## config.mk

```make
export PLATFORM = sky130hd
export DESIGN_NAME = irq_sync
export DESIGN_NICKNAME = d
export VERILOG_FILES = /design/src/rtl/irq_sync.sv
export SDC_FILE = /design/constraint.sdc
export NUM_CORES = 1
export LEC_CHECK = 0
export BUFFER_PORTS_ARGS = -buffer_cell sky130_fd_sc_hd__buf_2
export CAP_MARGIN = 20
export CORE_ASPECT_RATIO = 1.4
export CORE_MARGIN = 10
export CORE_UTILIZATION = 45
export CTS_BUF_LIST = sky130_fd_sc_hd__clkbuf_16
export CTS_CLUSTER_DIAMETER = 120
export DETAILED_ROUTE_END_ITERATION = 6
export GPL_ROUTABILITY_DRIVEN = 0
export PLACE_DENSITY = 0.64
export SYNTH_ARGS = -nofsm -noshare
export SYNTH_HDL_FRONTEND = slang
export SYNTH_SLANG_ARGS = --single-unit
```

## constraint.sdc

```tcl
create_clock -name clk -period 2.6 [get_ports clk]
set_clock_uncertainty 0.05 [all_clocks]
set_input_delay 0.26 -clock clk [delete_from_list [all_inputs] [get_ports clk]]
set_output_delay 0.26 -clock clk [all_outputs]
set_load 0.02 [all_outputs]
```

## src/rtl/irq_sync.sv

```systemverilog
// irq_sync: interrupt front-end for the MIPS pipeline CPU.
// Each of the 30 device lines is polarity-normalized, synchronized into the
// clk domain, glitch-filtered and turned into a one-cycle (edge) or held
// (level) request bit in ir_map, which CP0 ORs into its Cause register.

module irq_sync #(
    parameter int unsigned SYNC_STAGES   = 2,
    parameter int unsigned FILTER_CYCLES = 4,
    parameter logic [29:0] EDGE_MASK     = 30'h3FFFFFFF,
    parameter logic [29:0] POLARITY      = 30'h00000000
) (
    input  logic        clk,
    input  logic        rst,
    input  logic [30:1] irq_in,
    input  logic        en,
    output logic [30:1] ir_map,
    output logic [30:1] irq_state
);

    // Terminal count of the filter: a line must disagree with its filtered
    // state for FILTER_CYCLES consecutive cycles before the state flips.
    localparam logic [7:0] FILT_MAX = 8'(FILTER_CYCLES - 1);

    logic [30:1] raw;
    logic [30:1] sync_q [SYNC_STAGES];
    logic [30:1] sync_out;
    logic [7:0]  cnt_q [1:30];
    logic [30:1] state_q;
    logic [30:1] state_d;
    logic [30:1] edge_sel;

    assign raw       = irq_in ^ POLARITY;
    assign sync_out  = sync_q[SYNC_STAGES-1];
    assign edge_sel  = EDGE_MASK;
    assign irq_state = state_q;

    // Synchronizer chain: first stage samples the asynchronous lines.
    always_ff @(posedge clk) begin
        if (rst) begin
            for (int k = 0; k < SYNC_STAGES; k++) begin
                sync_q[k] <= '0;
            end
        end else begin
            sync_q[0] <= raw;
            for (int k = 1; k < SYNC_STAGES; k++) begin
                sync_q[k] <= sync_q[k-1];
            end
        end
    end

    // Per-line glitch filter: count consecutive disagreeing cycles, flip on the last one.
    always_ff @(posedge clk) begin
        if (rst) begin
            state_q <= '0;
            for (int i = 1; i <= 30; i++) begin
                cnt_q[i] <= 8'd0;
            end
        end else begin
            for (int i = 1; i <= 30; i++) begin
                if (sync_out[i] == state_q[i]) begin
                    cnt_q[i] <= 8'd0;
                end else if (cnt_q[i] == FILT_MAX) begin
                    state_q[i] <= ~state_q[i];
                    cnt_q[i]   <= 8'd0;
                end else begin
                    cnt_q[i] <= cnt_q[i] + 8'd1;
                end
            end
        end
    end

    // Request generator: edge lines pulse on a rising state, level lines follow state; en gates both.
    always_ff @(posedge clk) begin
        if (rst) begin
            state_d <= '0;
            ir_map  <= '0;
        end else begin
            state_d <= state_q;
            ir_map  <= {30{en}} & state_q & (~state_d | ~edge_sel);
        end
    end

endmodule

```

; ---- Word-level counts from Yosys, hierarchy flattened
; Memories as Yosys holds them, arrays and structs flattened.
; Index checks and enable logic that the tools add are counted.
[totals]
reg_bits = 90
latch_bits = 0
mem_bits_rw = 300
romBits = 0
in_bits = 33
memories = 2
[mem_list]
columns = name, words, word_bits, read_ports, rd_ports_with_merged_regs, wr, line
row1 = cnt_q, 30, 8, 30, 0, 30, 27  ; logic [7:0] cnt_q [1:30];
row2 = sync_q, 2, 30, 2, 0, 2, 25  ; logic [30:1] sync_q [SYNC_STAGES];
[classes]
add_sub_neg = 30
n_mul = 0
div_mod_pow = 0
magnitude_cmp = 0
n_eq_ne = 60
n_shift = 0
muxes = 425
bitwise = 155
reduce_logical = 30
[ops]
columns = operator, n
row1 = $mux 8, 90
row2 = $mux 1, 333
row3 = $add 8x1->8 const B, 30
row4 = $eq 8x2->1 const B, 30
row5 = $or 1x1->1, 92
row6 = $and 30x30->30, 2
row7 = $mux 30, 2
row8 = $not 1->1, 60
row9 = $reduce_and 2->1, 30
row10 = $eq 1x1->1, 30
row11 = $not 30->30, 1

; ---- Depth between registers and ports, before layout
; An unclocked memory read counts as a cell.
[logic_depth]
word_depth = 8
mapped_depth = 5

; ---- Least setup slack after synthesis
; Ideal clock, no wire load.
[synth_path]
path_kind = reg2reg
from = register cnt_q[0][72] (netlist name)
to = register cnt_q[0][74] (netlist name)
t_arrival_ns = 1.564
t_required_ns = 2.277
setup_slack_ns = 0.713
path_stages_with_launch = 5
period_less_slack_ns = 1.887
path_cell_list = edfxtp_1 -> ha_1 -> or4b_1 -> o211ai_1 -> nor2_1

==> summary.txt <==
Drt
  • Initial DRC count: 477
  • DRT antenna net count: 0
  • Vias: 12020
  • TritonRoute pass-1 iters: 5
  • Final WL: 30000 µm
  • Drt via density: 4.91
  • DRC: 0
  • Wirelength per Cell: 12.3 µm

GRT
  • Global routing usage on met1: 15.1%
  • Initial antenna violation count: 0
  • Met3 Track Usage GR: 2.81%
  • Grt total ovfl: 0
  • Most used routing layer: met2
  • M2 GR Usage: 23.9%
  • GRT Util Overall: 13.3%
  • First-pass GRT wire length: 52300 µm
  • Largest net degree at the start of global routing: 60
  • Vias in the first global route: 11741

Yosys
  • Mapped Cells: 1551
  • Post-synthesis area per instance: 11.0 µm²
  • Sequential fraction of the synthesis area: 60.1%
  • Post-synth EDFFs: 240
  • Most used DFF post-synth: edfxtp_1
  • Synth unique cells: 35
  • Yosys Warn Count: 0
  • Post-synth ARST share: 0%
  • Syn Std Cell Area: 17000 µm²
  • Yosys reg bits: 390

Timing
  • Fin. Hold Viols: 0
  • RSZ-0062 raised after global routing: no
  • Setup TNS: 0 ps
  • Hold_ws: 314 ps
  • Max Slew Vio Count: 0
  • # setup viols final: 0
  • Fin crit share: 81.2%
  • Post-route minimum period: 2110 ps
  • Worst-Margin Slew: 685 ps
  • Max-Slew Margin vs Limit: 54.0%
  • Fmax: 474 MHz
  • Min setup slack post-route: 490 ps

Die
  • # rows: 84
  • Die height: 250 µm
  • Top Ports: 93
  • Initial Util: 45.4%
  • Die width: 184 µm
  • Core footprint: 37400 µm²
  • Die area: 46100 µm²

Worst setup path
  • Kind of critical path: reg2reg
  • Critical-path top delay cell: o211ai_1
  • Worst path cell trace: ha_1 -> or4b_1 -> o211ai_1 -> nor2_1
  • CP max stage delay: 540 ps
  • Crit path DAT: 2320 ps
  • Critical path buffer and inverter count: 0
  • Worst Setup End Kind: flop
  • Worst EP required: 2810 ps
  • Cell family with most CP delay: simple AND/OR/NAND/NOR gates
  • Top fanout value on the critical path: 8
  • Worst setup SP type: flop

Clocking
  • Num CTS Buffers: 41
  • CTS tree: built
  • CTS resizes: 0
  • Clk Latency, worst-skew pair: 540 ps
  • Clock Path Buffers: 3
  • Clock Root Buffer: clkbuf_16
  • Clk pin slew, worst setup/hold paths: 60 ps
  • Htree depth: 2
  • Clock sinks: 390

Power
  • Net Switching: 2.80 mW
  • Power Density: 635 nW/µm²
  • Combinational power share: 4.1%
  • Clk pwr share: 42.6%
  • Switch share: 21.4%
  • LEAKAGE: 7.77 nW
  • Reg power frac: 53.4%
  • Pint: 10.3 mW
  • Power Total: 13.0 mW
  • VDD IR max: 0.430 mV

Cells and area
  • Nets: 2004
  • P&R area growth vs syn: 20.8%
  • Fin cells: 2447
  • Fill cells: 3331
  • Layout cell share with drive strength beyond 1: 8.57%

Placed design
  • Hpwl dp: 21000 µm
  • IO Port Bufs: 92
  • Setup slack at placement: 495 ps
  • Cell total after placement: 2339

Run
  • Max Cap Viol: 0

Run status
  • Outcome: finished clean

Min path
  • Hold Crit Class: in2reg
-- kinds of logic (layout without fill, tap and decap cells) --
kind of cell               Yosys count  after routing  share of synthesized area (%)
AOI/OAI and AO/OA                  269            269                           8.64
other                                1            241                         0.0221
DFF                                390            390                           60.1
xor gates and xnor gates           119            119                           6.13
muxes                                1              1                         0.0662
buffers and inverters               89            272                           1.96
and+or+nand+nor                    652            652                           20.9
adders and majority gates           30             30                           2.21
-- power groups by stage --
stage	Combinational (mW)	Clock [mW]	Sequential [mW]
finish	0.529	5.56	6.96
global route	0.621	5.99	7.00
CTS	0.529	5.78	6.96
detailed placement	0.488	0	7.10
global placement	0.480	0	7.09
floorplan	0.380	0	7.04
-- what timing repair did --
action | 4_1_cts | 5_1_grt
hold buffers | 32 | 0
setup buffers | 0 | 0
endpoints found under the hold margin | 33 | 0
-- cells in the mapped netlist, drive strengths merged (3+ instances only) --
cell type	number	area [µm²]
a211oi	3	22.5
a21oi	117	586
and3	6	37.5
buf	3	11.3
clkbuf	18	67.6
dfxtp	150	3000
edfxtp	240	7210
ha	30	375
inv	67	251
nand2	75	282
nand3	105	526
nand4	22	138
nor2	142	533
nor2b	90	563
nor3	5	25.0
nor3b	30	225
o211ai	28	210
o21ai	108	541
o31ai	10	75.1
or3	128	801
or3b	7	61.3
or4	19	146
or4b	20	200
xnor2	36	315
xor2	83	727
-- layout make-up --
type / count / area [µm²] / share of cell area (%)
clock buffer: 46 / 1150 / 5.61
timing repair buffer: 129 / 821 / 4.00
clock inverter: 29 / 148 / 0.719
multi-input combinational: 1311 / 7360 / 35.8
antenna: 1 / 2.50 / 0.0122
sequential: 390 / 10200 / 49.7
inverter: 68 / 255 / 1.24
tap: 473 / 592 / 2.88
-- routing by layer --
| metal | share of wire [%] | wire length (µm) | vias up |
|---|---|---|---|
| met3 | 3.8 | 1130 | 43 |
| met2 | 51 | 15400 | 128 |
| li1 | - | - | 6192 |
| met1 | 43 | 12900 | 5657 |
| met4 | 2.1 | 642 | 0 |
| met5 | 0 | 0 | - |
-- worst reg2reg max path, delay by kind of cell (launching register included) --
| family | cells | cell delay, ps |
|---|---|---|
| AO/OA/AOI/OAI | 1 | 540 |
| adder cells (fa/ha/maj) | 1 | 240 |
| AND/OR/NAND/NOR | 2 | 600 |
| flip-flops | 1 | 410 |
-- through the flow --
| stage | utilization, % | cell area (µm²) |
|---|---|---|
| final | 54.9 | 20500 |
| after global routing | 54.9 | 20500 |
| after CTS | 54.9 | 20500 |
| after detailed placement | 50.6 | 18900 |
| after global placement | 50.6 | 18900 |
| after floorplan | - | 17900 |
-- path summary, 6_finish.rpt --
kind / from / end / slack (ps) / cells past startpoint
hold reg to reg: state_d[28] / ir_map[28] / 340 / 1
hold / removal: en / ir_map[3] / 310 / 3
setup reg to reg: cnt_q[0][72] / cnt_q[0][74] / 490 / 4
setup / recovery: cnt_q[0][72] / cnt_q[0][74] / 490 / 4
-- cells in the final DEF (no fill, tap or decap), drive strengths merged, types with 3 or more instances in the layout --
cell | synthesis | layout
o211ai | 28 | 28
nand4 | 22 | 22
nor2b | 90 | 90
edfxtp | 240 | 240
nor3b | 30 | 30
inv | 67 | 89
or3 | 128 | 128
a21oi | 117 | 117
and3 | 6 | 6
clkinv | 1 | 6
nor3 | 5 | 5
clkbuf | 18 | 46
nor2 | 142 | 142
conb | 1 | 240
or4 | 19 | 19
nand2 | 75 | 75
or4b | 20 | 20
dfxtp | 150 | 150
dlygate4sd3 | 0 | 32
a211oi | 3 | 3
xor2 | 83 | 83
xnor2 | 36 | 36
buf | 3 | 97
ha | 30 | 30
o21ai | 108 | 108
or3b | 7 | 7
o31ai | 10 | 10
nand3 | 105 | 105
-- registers in the layout, summed over array words and instances, names as in the netlist --
register   flops
state_d       30
cnt_q        240
sync_q        60
irq_state     30
ir_map        30
Power figures use the tool's default switching activity.
